$ cat config.mk
export PLATFORM = sky130hd
export DESIGN_NAME = tty_uart_bridge
export DESIGN_NICKNAME = d
export VERILOG_FILES = /design/src/rtl/tty_uart_pkg.sv /design/src/rtl/tty_uart_rx.sv /design/src/rtl/tty_uart_bridge.sv
export SDC_FILE = /design/constraint.sdc
export NUM_CORES = 1
export LEC_CHECK = 0
export BUFFER_PORTS_ARGS = -buffer_cell sky130_fd_sc_hd__buf_4
export CORE_MARGIN = 2
export CORE_UTILIZATION = 50
export CTS_CLUSTER_SIZE = 20
export DETAILED_ROUTE_END_ITERATION = 16
export HOLD_SLACK_MARGIN = 0.12
export PLACE_DENSITY = 0.69
export RECOVER_POWER = 50
export SYNTH_ARGS = -nofsm -noshare
export SYNTH_HDL_FRONTEND = slang
export SYNTH_HIERARCHICAL = 1
export SYNTH_SLANG_ARGS = --single-unit
$ cat constraint.sdc
create_clock -name CLOCK -period 4.4 [get_ports CLOCK]
set_clock_uncertainty 0.1 [all_clocks]
set_input_delay 0.44 -clock CLOCK [delete_from_list [all_inputs] [get_ports CLOCK]]
set_output_delay 0.44 -clock CLOCK [all_outputs]
set_load 0.01 [all_outputs]
$ cat src/rtl/tty_uart_pkg.sv
// Shared types and constants for the teletype-to-serial bridge.
// Register indices and bit positions mirror the teletype interface register map.
package tty_uart_pkg;

   typedef enum logic [1:0] {
      POLL_KB = 2'd0,
      CHK_KB  = 2'd1,
      POLL_PR = 2'd2,
      CHK_PR  = 2'd3
   } poll_state_t;

   typedef enum logic [1:0] {
      RX_IDLE  = 2'd0,
      RX_START = 2'd1,
      RX_DATA  = 2'd2,
      RX_STOP  = 2'd3
   } rx_state_t;

   localparam logic [1:0] KBREG = 2'd1;
   localparam logic [1:0] PRREG = 2'd2;

   localparam int FLAGBIT = 31;
   localparam int ENBIT   = 30;
   localparam int FULLBIT = 30;

   // start + 8 data + stop
   localparam int FRAME_LEN = 10;

endpackage

$ cat src/rtl/tty_uart_rx.sv
// 8N1 serial receiver: input synchronizer, mid-bit sampling FSM,
// sticky framing error and a one-cycle received-character pulse.
module tty_uart_rx
   import tty_uart_pkg::*;
#(
   parameter int BAUDDIV = 10417
) (
   input  logic       CLOCK,
   input  logic       RESET,
   input  logic       rxd,
   output logic [7:0] rx_data,
   output logic       rx_valid,
   output logic       rx_ferr
);

   localparam logic [15:0] BIT_LAST  = 16'(BAUDDIV - 1);
   localparam logic [15:0] HALF_LAST = 16'((BAUDDIV >> 1) - 1);

   rx_state_t   state_reg;
   logic        rxd_meta_reg;
   logic        rxd_sync_reg;
   logic        rxd_prev_reg;
   logic [15:0] cnt_reg;
   logic [2:0]  idx_reg;
   logic [7:0]  shift_reg;
   logic [7:0]  data_reg;
   logic        valid_reg;
   logic        ferr_reg;

   always_ff @(posedge CLOCK) begin
      if (RESET) begin
         state_reg    <= RX_IDLE;
         rxd_meta_reg <= 1'b1;
         rxd_sync_reg <= 1'b1;
         rxd_prev_reg <= 1'b1;
         cnt_reg      <= '0;
         idx_reg      <= '0;
         shift_reg    <= '0;
         data_reg     <= '0;
         valid_reg    <= 1'b0;
         ferr_reg     <= 1'b0;
      end else begin
         rxd_meta_reg <= rxd;
         rxd_sync_reg <= rxd_meta_reg;
         rxd_prev_reg <= rxd_sync_reg;
         valid_reg    <= 1'b0;
         case (state_reg)
            RX_IDLE: begin
               if (rxd_prev_reg && !rxd_sync_reg) begin
                  cnt_reg   <= '0;
                  state_reg <= RX_START;
               end
            end
            RX_START: begin
               // Line back high at mid start bit means a glitch, not a frame.
               if (cnt_reg == HALF_LAST) begin
                  cnt_reg <= '0;
                  if (rxd_sync_reg) begin
                     state_reg <= RX_IDLE;
                  end else begin
                     idx_reg   <= '0;
                     state_reg <= RX_DATA;
                  end
               end else begin
                  cnt_reg <= cnt_reg + 16'd1;
               end
            end
            RX_DATA: begin
               if (cnt_reg == BIT_LAST) begin
                  cnt_reg   <= '0;
                  shift_reg <= {rxd_sync_reg, shift_reg[7:1]};
                  idx_reg   <= idx_reg + 3'd1;
                  if (idx_reg == 3'd7) begin
                     state_reg <= RX_STOP;
                  end
               end else begin
                  cnt_reg <= cnt_reg + 16'd1;
               end
            end
            RX_STOP: begin
               if (cnt_reg == BIT_LAST) begin
                  cnt_reg   <= '0;
                  state_reg <= RX_IDLE;
                  if (rxd_sync_reg) begin
                     data_reg  <= shift_reg;
                     valid_reg <= 1'b1;
                  end else begin
                     ferr_reg <= 1'b1;
                  end
               end else begin
                  cnt_reg <= cnt_reg + 16'd1;
               end
            end
            default: state_reg <= RX_IDLE;
         endcase
      end
   end

   assign rx_data  = data_reg;
   assign rx_valid = valid_reg;
   assign rx_ferr  = ferr_reg;

endmodule

$ cat src/rtl/tty_uart_bridge.sv
// Polls the teletype keyboard/printer registers in place of ARM software and
// bridges them to an 8N1 serial line (received chars -> kb, printer -> TXD).
module tty_uart_bridge
   import tty_uart_pkg::*;
#(
   parameter int BAUDDIV = 10417,
   parameter bit MARK7   = 1'b1
) (
   input  logic        CLOCK,
   input  logic        RESET,
   input  logic        bridge_en,
   input  logic        rxd,
   output logic        txd,
   output logic [1:0]  tty_raddr,
   input  logic [31:0] tty_rdata,
   output logic        tty_write,
   output logic [1:0]  tty_waddr,
   output logic [31:0] tty_wdata,
   output logic        rx_ovr,
   output logic        rx_ferr
);

   localparam logic [15:0] BIT_LAST   = 16'(BAUDDIV - 1);
   localparam logic [3:0]  FRAME_LAST = 4'(FRAME_LEN - 1);
   localparam logic [31:0] PR_DONE    = 32'h1 << FLAGBIT;

   logic [7:0] rx_data;
   logic       rx_valid;

   tty_uart_rx #(
      .BAUDDIV (BAUDDIV)
   ) u_rx (
      .CLOCK    (CLOCK),
      .RESET    (RESET),
      .rxd      (rxd),
      .rx_data  (rx_data),
      .rx_valid (rx_valid),
      .rx_ferr  (rx_ferr)
   );

   poll_state_t state_reg;
   logic [11:0] hold_reg;
   logic        hold_v_reg;
   logic        rx_ovr_reg;
   logic        tx_busy_reg;
   logic        tx_done_reg;
   logic        tx_owned_reg;
   logic [9:0]  tx_shift_reg;
   logic [15:0] tx_cnt_reg;
   logic [3:0]  tx_bits_reg;
   logic        txd_reg;
   logic [1:0]  tty_raddr_reg;
   logic        tty_write_reg;
   logic [1:0]  tty_waddr_reg;
   logic [31:0] tty_wdata_reg;

   // Only flag, enable/full and the character byte matter to the bridge.
   logic unused_rdata;
   assign unused_rdata = ^tty_rdata[29:8];

   // Receive holding slot, transmitter and poller share one block because
   // the poller is the only thing that clears hold_v, tx_done and tx_owned.
   always_ff @(posedge CLOCK) begin
      if (RESET) begin
         state_reg     <= POLL_KB;
         hold_reg      <= '0;
         hold_v_reg    <= 1'b0;
         rx_ovr_reg    <= 1'b0;
         tx_busy_reg   <= 1'b0;
         tx_done_reg   <= 1'b0;
         tx_owned_reg  <= 1'b0;
         tx_shift_reg  <= '1;
         tx_cnt_reg    <= '0;
         tx_bits_reg   <= '0;
         txd_reg       <= 1'b1;
         tty_raddr_reg <= '0;
         tty_write_reg <= 1'b0;
         tty_waddr_reg <= '0;
         tty_wdata_reg <= '0;
      end else begin
         tty_write_reg <= 1'b0;

         if (rx_valid) begin
            if (hold_v_reg) begin
               rx_ovr_reg <= 1'b1;
            end else begin
               hold_reg   <= {4'b0, (MARK7 ? 1'b1 : rx_data[7]), rx_data[6:0]};
               hold_v_reg <= 1'b1;
            end
         end

         if (tx_busy_reg) begin
            if (tx_cnt_reg == BIT_LAST) begin
               tx_cnt_reg <= '0;
               if (tx_bits_reg == FRAME_LAST) begin
                  tx_busy_reg <= 1'b0;
                  tx_done_reg <= 1'b1;
                  txd_reg     <= 1'b1;
               end else begin
                  tx_bits_reg  <= tx_bits_reg + 4'd1;
                  tx_shift_reg <= {1'b1, tx_shift_reg[9:1]};
                  txd_reg      <= tx_shift_reg[1];
               end
            end else begin
               tx_cnt_reg <= tx_cnt_reg + 16'd1;
            end
         end

         if (!bridge_en) begin
            state_reg <= POLL_KB;
         end else begin
            case (state_reg)
               POLL_KB: begin
                  tty_raddr_reg <= KBREG;
                  state_reg     <= CHK_KB;
               end
               CHK_KB: begin
                  if (hold_v_reg && !tty_rdata[FLAGBIT]) begin
                     tty_write_reg <= 1'b1;
                     tty_waddr_reg <= KBREG;
                     tty_wdata_reg <= {1'b1, tty_rdata[ENBIT], 18'b0, hold_reg};
                     hold_v_reg    <= 1'b0;
                  end
                  state_reg <= POLL_PR;
               end
               POLL_PR: begin
                  tty_raddr_reg <= PRREG;
                  state_reg     <= CHK_PR;
               end
               CHK_PR: begin
                  // tx_owned blocks a reload until the done write reaches the interface.
                  if (tx_done_reg) begin
                     tty_write_reg <= 1'b1;
                     tty_waddr_reg <= PRREG;
                     tty_wdata_reg <= PR_DONE;
                     tx_done_reg   <= 1'b0;
                     tx_owned_reg  <= 1'b0;
                  end else if (tty_rdata[FULLBIT] && !tx_busy_reg && !tx_owned_reg) begin
                     tx_shift_reg <= {1'b1, tty_rdata[7:0], 1'b0};
                     tx_busy_reg  <= 1'b1;
                     tx_owned_reg <= 1'b1;
                     tx_cnt_reg   <= '0;
                     tx_bits_reg  <= '0;
                     txd_reg      <= 1'b0;
                  end
                  state_reg <= POLL_KB;
               end
               default: state_reg <= POLL_KB;
            endcase
         end
      end
   end

   assign txd       = txd_reg;
   assign tty_raddr = tty_raddr_reg;
   assign tty_write = tty_write_reg;
   assign tty_waddr = tty_waddr_reg;
   assign tty_wdata = tty_wdata_reg;
   assign rx_ovr    = rx_ovr_reg;

endmodule

=== Yosys cells after proc, flatten, opt, wreduce, memory -nomap -nowiden ===
Cells that the tools add are included.

* Register bits after elaboration: 124
* Input port bits: 36
* Output and inout port bits: 40
* Word-level logic and storage cells: 153

* Add/subtract/negate cells: 4
* Equality and inequality tests: 19
* Multiplexer cells: 73
* Bitwise gates (word level): 5
* Reductions and logical operators: 27

{| class="wikitable"
|+ Operators with widths
! operator !! count
|-
| $mux W16 || 9
|-
| $mux W10 || 7
|-
| $mux W32 || 2
|-
| $pmux W32 S2 || 1
|-
| $pmux W16 S3 || 1
|-
| $add A16 B1 Y16 const B || 2
|-
| $eq A16 B14 Y1 const B || 2
|-
| $mux W1 || 29
|-
| $mux W4 || 7
|-
| $eq A16 B13 Y1 const B || 1
|-
| $mux W2 || 8
|-
| $pmux W2 S4 || 2
|-
| $ne A2 B1 Y1 const B || 5
|-
| $mux W3 || 3
|-
| $reduce_and A3 Y1 || 3
|-
| $eq A2 B2 Y1 const B || 4
|-
| $pmux W2 S2 || 2
|-
| $reduce_and A2 Y1 || 4
|-
| $reduce_and A4 Y1 || 2
|-
| $reduce_bool A2 Y1 || 4
|-
| $ne A2 B2 Y1 const B || 3
|-
| $pmux W3 S2 || 1
|-
| $not A1 Y1 || 5
|-
| $reduce_and A5 Y1 || 1
|-
| other kinds (11) || 20
|}

=== Longest topological paths before layout ===
* Word-level depth: 8
* Mapped depth: 8
* Mapped depth without buffers: 7

=== Hierarchy ===
Netlist, hierarchy kept.

{| class="wikitable"
|+ By module, submodules not included
! module !! times used !! cells each !! area an instance (um2) !! sequential area each (um2)
|-
| tty_uart_bridge || 1 || 322 || 2,778.9 || 1,201.2
|-
| tty_uart_rx || 1 || 231 || 1,981.9 || 840.8
|}

=== Worst setup path after synthesis ===
No wires, ideal clock.

* Path type: register -> register
* Start: register u_rx.cnt_reg[3]
* End: register u_rx.cnt_reg[12]
* Library setup time: 120 ps
* Data arrival time: 2,042 ps
* Slack: 2,139 ps
* Stages on the path, launching flop included: 7
* Period minus slack after synthesis: 2,261 ps
* Path through: dfxtp_1 > or4b_1 > buf_2 > o41ai_4 > a21oi_2 > and3_1 > a211o_1

* Cells in the longest elaborated chain, start to end: 3
* Elaborated cells between the ends (all ways): 6
* Those cells by class: add/sub: 1; eq/ne: 2; mux: 3

{| class="wikitable"
|+ RTL lines
! item !! line !! RTL
|-
| start: declaration || tty_uart_rx.sv:23 || <nowiki>logic [15:0] cnt_reg;</nowiki>
|-
| start signal: assignment || tty_uart_rx.sv:65 || <nowiki>cnt_reg <= cnt_reg + 16'd1;</nowiki>
|-
| start signal: assignment || tty_uart_rx.sv:77 || <nowiki>cnt_reg <= cnt_reg + 16'd1;</nowiki>
|-
| start signal: assignment || tty_uart_rx.sv:91 || <nowiki>cnt_reg <= cnt_reg + 16'd1;</nowiki>
|-
| $add A16 B1 Y16, or another cell as far along || tty_uart_rx.sv:65, tty_uart_rx.sv:77, tty_uart_rx.sv:91 ||
|-
| $mux W16, on equally long branches || tty_uart_rx.sv:69, tty_uart_rx.sv:81, tty_uart_rx.sv:56 ||
|-
| $pmux W16 S3 (*) || tty_uart_rx.sv:47 || <nowiki>case (state_reg)</nowiki>
|}

Every way passes the cells marked *; elsewhere a longest branch is shown, timed or not.
A chain may end at the register's enable or synchronous reset.

=== Worst setup path in the final report ===
* Start: register u_rx.cnt_reg[5]
* End: register u_rx.data_reg[5], in the netlist u_rx/rx_data[5]

* Cells in the longest elaborated chain, start to end: 2

{| class="wikitable"
|+ RTL lines
! item !! line !! RTL
|-
| $eq A16 B14 Y1 || tty_uart_rx.sv:81 || <nowiki>if (cnt_reg == BIT_LAST) begin</nowiki>
|-
| $reduce_and A3 Y1 (no line) || - ||
|-
| end signal: assignment || tty_uart_rx.sv:85 || <nowiki>data_reg <= shift_reg;</nowiki>
|-
| end: declaration || tty_uart_rx.sv:26 || <nowiki>logic [7:0] data_reg;</nowiki>
|}

Every way passes these cells.

==> run summary <==
The worst path meets setup with 1.39 ns of slack. The flop-to-flop setup slack came out at 1.39 ns. The static leakage power came out at 1.78 nW.

The reg-to-reg startpoint is u_rx/cnt_reg[5]. In this run, post-CTS repair resized a total of 0 instances. The number of fill cells came out at 883.

The average via count per standard cell came out at 5.62. The final-report setup violation count is 0. The number of pins with negative max-slew slack in the final report came to 0. The worst hold path begins at rxd. The type of element launching the critical path is a register. The post-layout utilization of the core came out at 53.9%.

Of the total power, the clock network draws 33.7%. The number of max-cap violations came out at 0. Internal power comes to 1.15 mW.

The remaining antenna violation count after routing is 0. The signal on the critical path passes through or4b_2 -> nor4_1 -> nand4_2 -> mux2i_1 -> nor2_1. In this run the power density over the cells is 308 mW/mm^2. The core region is 0.00920 mm^2.

The layout cell share with drive strength beyond 1 came out at 7.89%. Clock tree synthesis inserted a total of 9 buffers. The worst slew margin relative to its limit came out at 21.0%. The root buffer cell is clkbuf_8. The placed wire-length estimate is 6270 um.

Input and output buffers added on the ports amount to 31. The die is 101 um tall. The remaining global-route overflow is 0. The critical path in this run is classified as register to register.

The number of cells produced by synthesis came out at 550. The sequential cell fraction of total power is 60.7%. TritonCTS built the clock tree. The first global-routing pass estimated 15900 um of wire.

Entering global routing, the biggest net connects 67 pins. For the pin with the worst max-slew slack, the measured transition is 1.18 ns. The buffer levels on the longest clock path is 2.

The number of global-route vias before repair came out at 3546. The initial antenna violation count came out at 0. The number of cells traversed by the worst hold path is 2. The worst voltage drop across the vdd grid came out at 0.128 mV. Static timing analysis puts the maximum clock frequency at 332 MHz. The worst slack after detailed placement is 1.74 ns. The endpoint identified for the worst register-to-register timing path is u_rx/rx_data[5]. The slowest stage of the critical path is the nor4_1 cell.

For this design the total switching power over the nets is 0.373 mW. Buffers inserted to repair hold after CTS numbered 0. The area enclosed by the die boundary came out at 0.0102 mm^2.

After layout, the minimum clock period comes to 3.01 ns. The first detailed-routing pass ran for 5 iterations. The flow ran to the end, and the final reports show no timing, DRC or antenna violations. The share of the clock period used by the worst path after layout is 68.4%. The worst min-delay path class is input port to register.

The routability-driven placement congestion ratio is 0.799. The residual DRC count is 0. The count of vias placed by the detailed router is 3827.

The number of ports placed on the die boundary came out at 76. The clock net in this run drives a total of 101 sinks. The floorplan has 35 rows. The diode insertion count for antenna repair came out at 0. The net count of the finished layout is 615. The critical path starts at u_rx/cnt_reg[5].

The switching power share of the total came out at 24.4%. The delay of the slowest cell on the worst path came out at 0.84 ns. The data required time at the worst endpoint is 4.51 ns.

The initial core utilization came out at 51.4%. The worst hold path terminates at u_rx/rxd_meta_reg. The H-tree was split into 3 levels. The die boundary width came out at 101 um.

The final layout contains routed wiring with a total length of 9050 um. The overall fraction of global-route tracks in use came out at 18.7%. The clock-pin slew on the worst setup and hold paths is 0.10 ns.

The total negative slack for setup checks came out at 0 ns. The total count of hold-check failures in the final report is 0. The combinational group share of total power is 5.6%.

For the worst flop-to-flop path, the logic depth is 5. Compared with the post-synthesis result, the final layout area differs by 4.84%. Along the worst path, the maximum fanout reaches 11.

The insertion delay of the later-clocked pin in the worst-skew pair is 0.36 ns. The arrival time of data at the critical path endpoint is 3.12 ns. A synthesized cell averages 8.59 um^2. Setup repair after global routing left no endpoint under its margin. The cell area after synthesis is 0.00473 mm^2. The buffer count from post-CTS setup fixing is 0.

The worst setup path is captured at a register. The routed wire length per instance is 13.3 um. The violation count after the first detailed-routing iteration is 254. The warning count from the yosys run is 6.
worst max path at each step:
stage / to / slack, ns / depth (start not counted)
after floorplan: u_rx/cnt_reg[12] / 2.14 / 6
after global placement: u_rx/cnt_reg[12] / 1.77 / 5
after detailed placement: u_rx/cnt_reg[12] / 1.74 / 5
after CTS: u_rx/cnt_reg[12] / 1.74 / 5
after global routing: u_rx/rx_data[0] / 1.16 / 5
final: u_rx/rx_data[5] / 1.39 / 5
per-layer routing:
layer / wire [um] / part of all wire (%) / GRT usage [%] / vias up
met5: 0 / 0 / 0 / -
met4: 90 / 0.99 / 6.65 / 0
met3: 315 / 3.5 / 3.38 / 9
met2: 4250 / 47 / 31.4 / 68
met1: 4400 / 49 / 24.2 / 1824
li1: - / - / - / 1926
through the flow:
stage	instance area, um^2	power [mW]	hold slack (ns)	std cells
final	4960	1.53	0.176	681
after floorplan	4810	1.02	0.289	571
after global routing	4960	1.59	0.167	681
after detailed placement	4900	1.03	0.295	666
after global placement	4900	1.03	0.309	666
after CTS	5060	1.55	0.158	681
cell type report:
| class | count | area, um^2 | area share [%] |
|---|---|---|---|
| clock inverters | 5 | 36.3 | 0.732 |
| clock buffers | 10 | 128 | 2.58 |
| well taps | 111 | 139 | 2.80 |
| flip-flops and latches | 101 | 2020 | 40.8 |
| inverters | 17 | 63.8 | 1.29 |
| multi-input cells | 405 | 2390 | 48.3 |
| repair buffers | 32 | 173 | 3.48 |
placed cells by master, fill, tap and decap left out, types with 4 or more instances in the layout:
master / instances
inv_1: 17
nor2_1: 54
clkbuf_8: 9
a31oi_1: 18
nand4_1: 8
conb_1: 22
and3_1: 7
nand2b_1: 7
o21ai_0: 19
dfxtp_1: 101
nor2b_1: 5
nand3b_1: 6
and2_1: 4
clkbuf_1: 19
a22oi_1: 12
nand2_1: 69
or3_1: 7
and4_1: 4
ha_1: 13
buf_4: 14
a211oi_1: 5
a21oi_1: 54
nor4_1: 5
mux2i_1: 10
xor2_1: 5
nand3_1: 25
power by group through the flow:
stage	clock, mW	combinational, mW	sequential (mW)
after floorplan	0	0.0765	0.946
after global placement	0	0.0846	0.949
after detailed placement	0	0.0862	0.949
after CTS	0.534	0.0863	0.928
after global routing	0.568	0.0967	0.929
final	0.515	0.0851	0.927
critical path: cells and delay by family, from the launching register on:
| kind | cells | cell delay, ns |
|---|---|---|
| AND/OR/NAND/NOR | 4 | 1.95 |
| multiplexers | 1 | 0.26 |
| flip-flops | 1 | 0.55 |
Power figures use the tool's default switching activity.
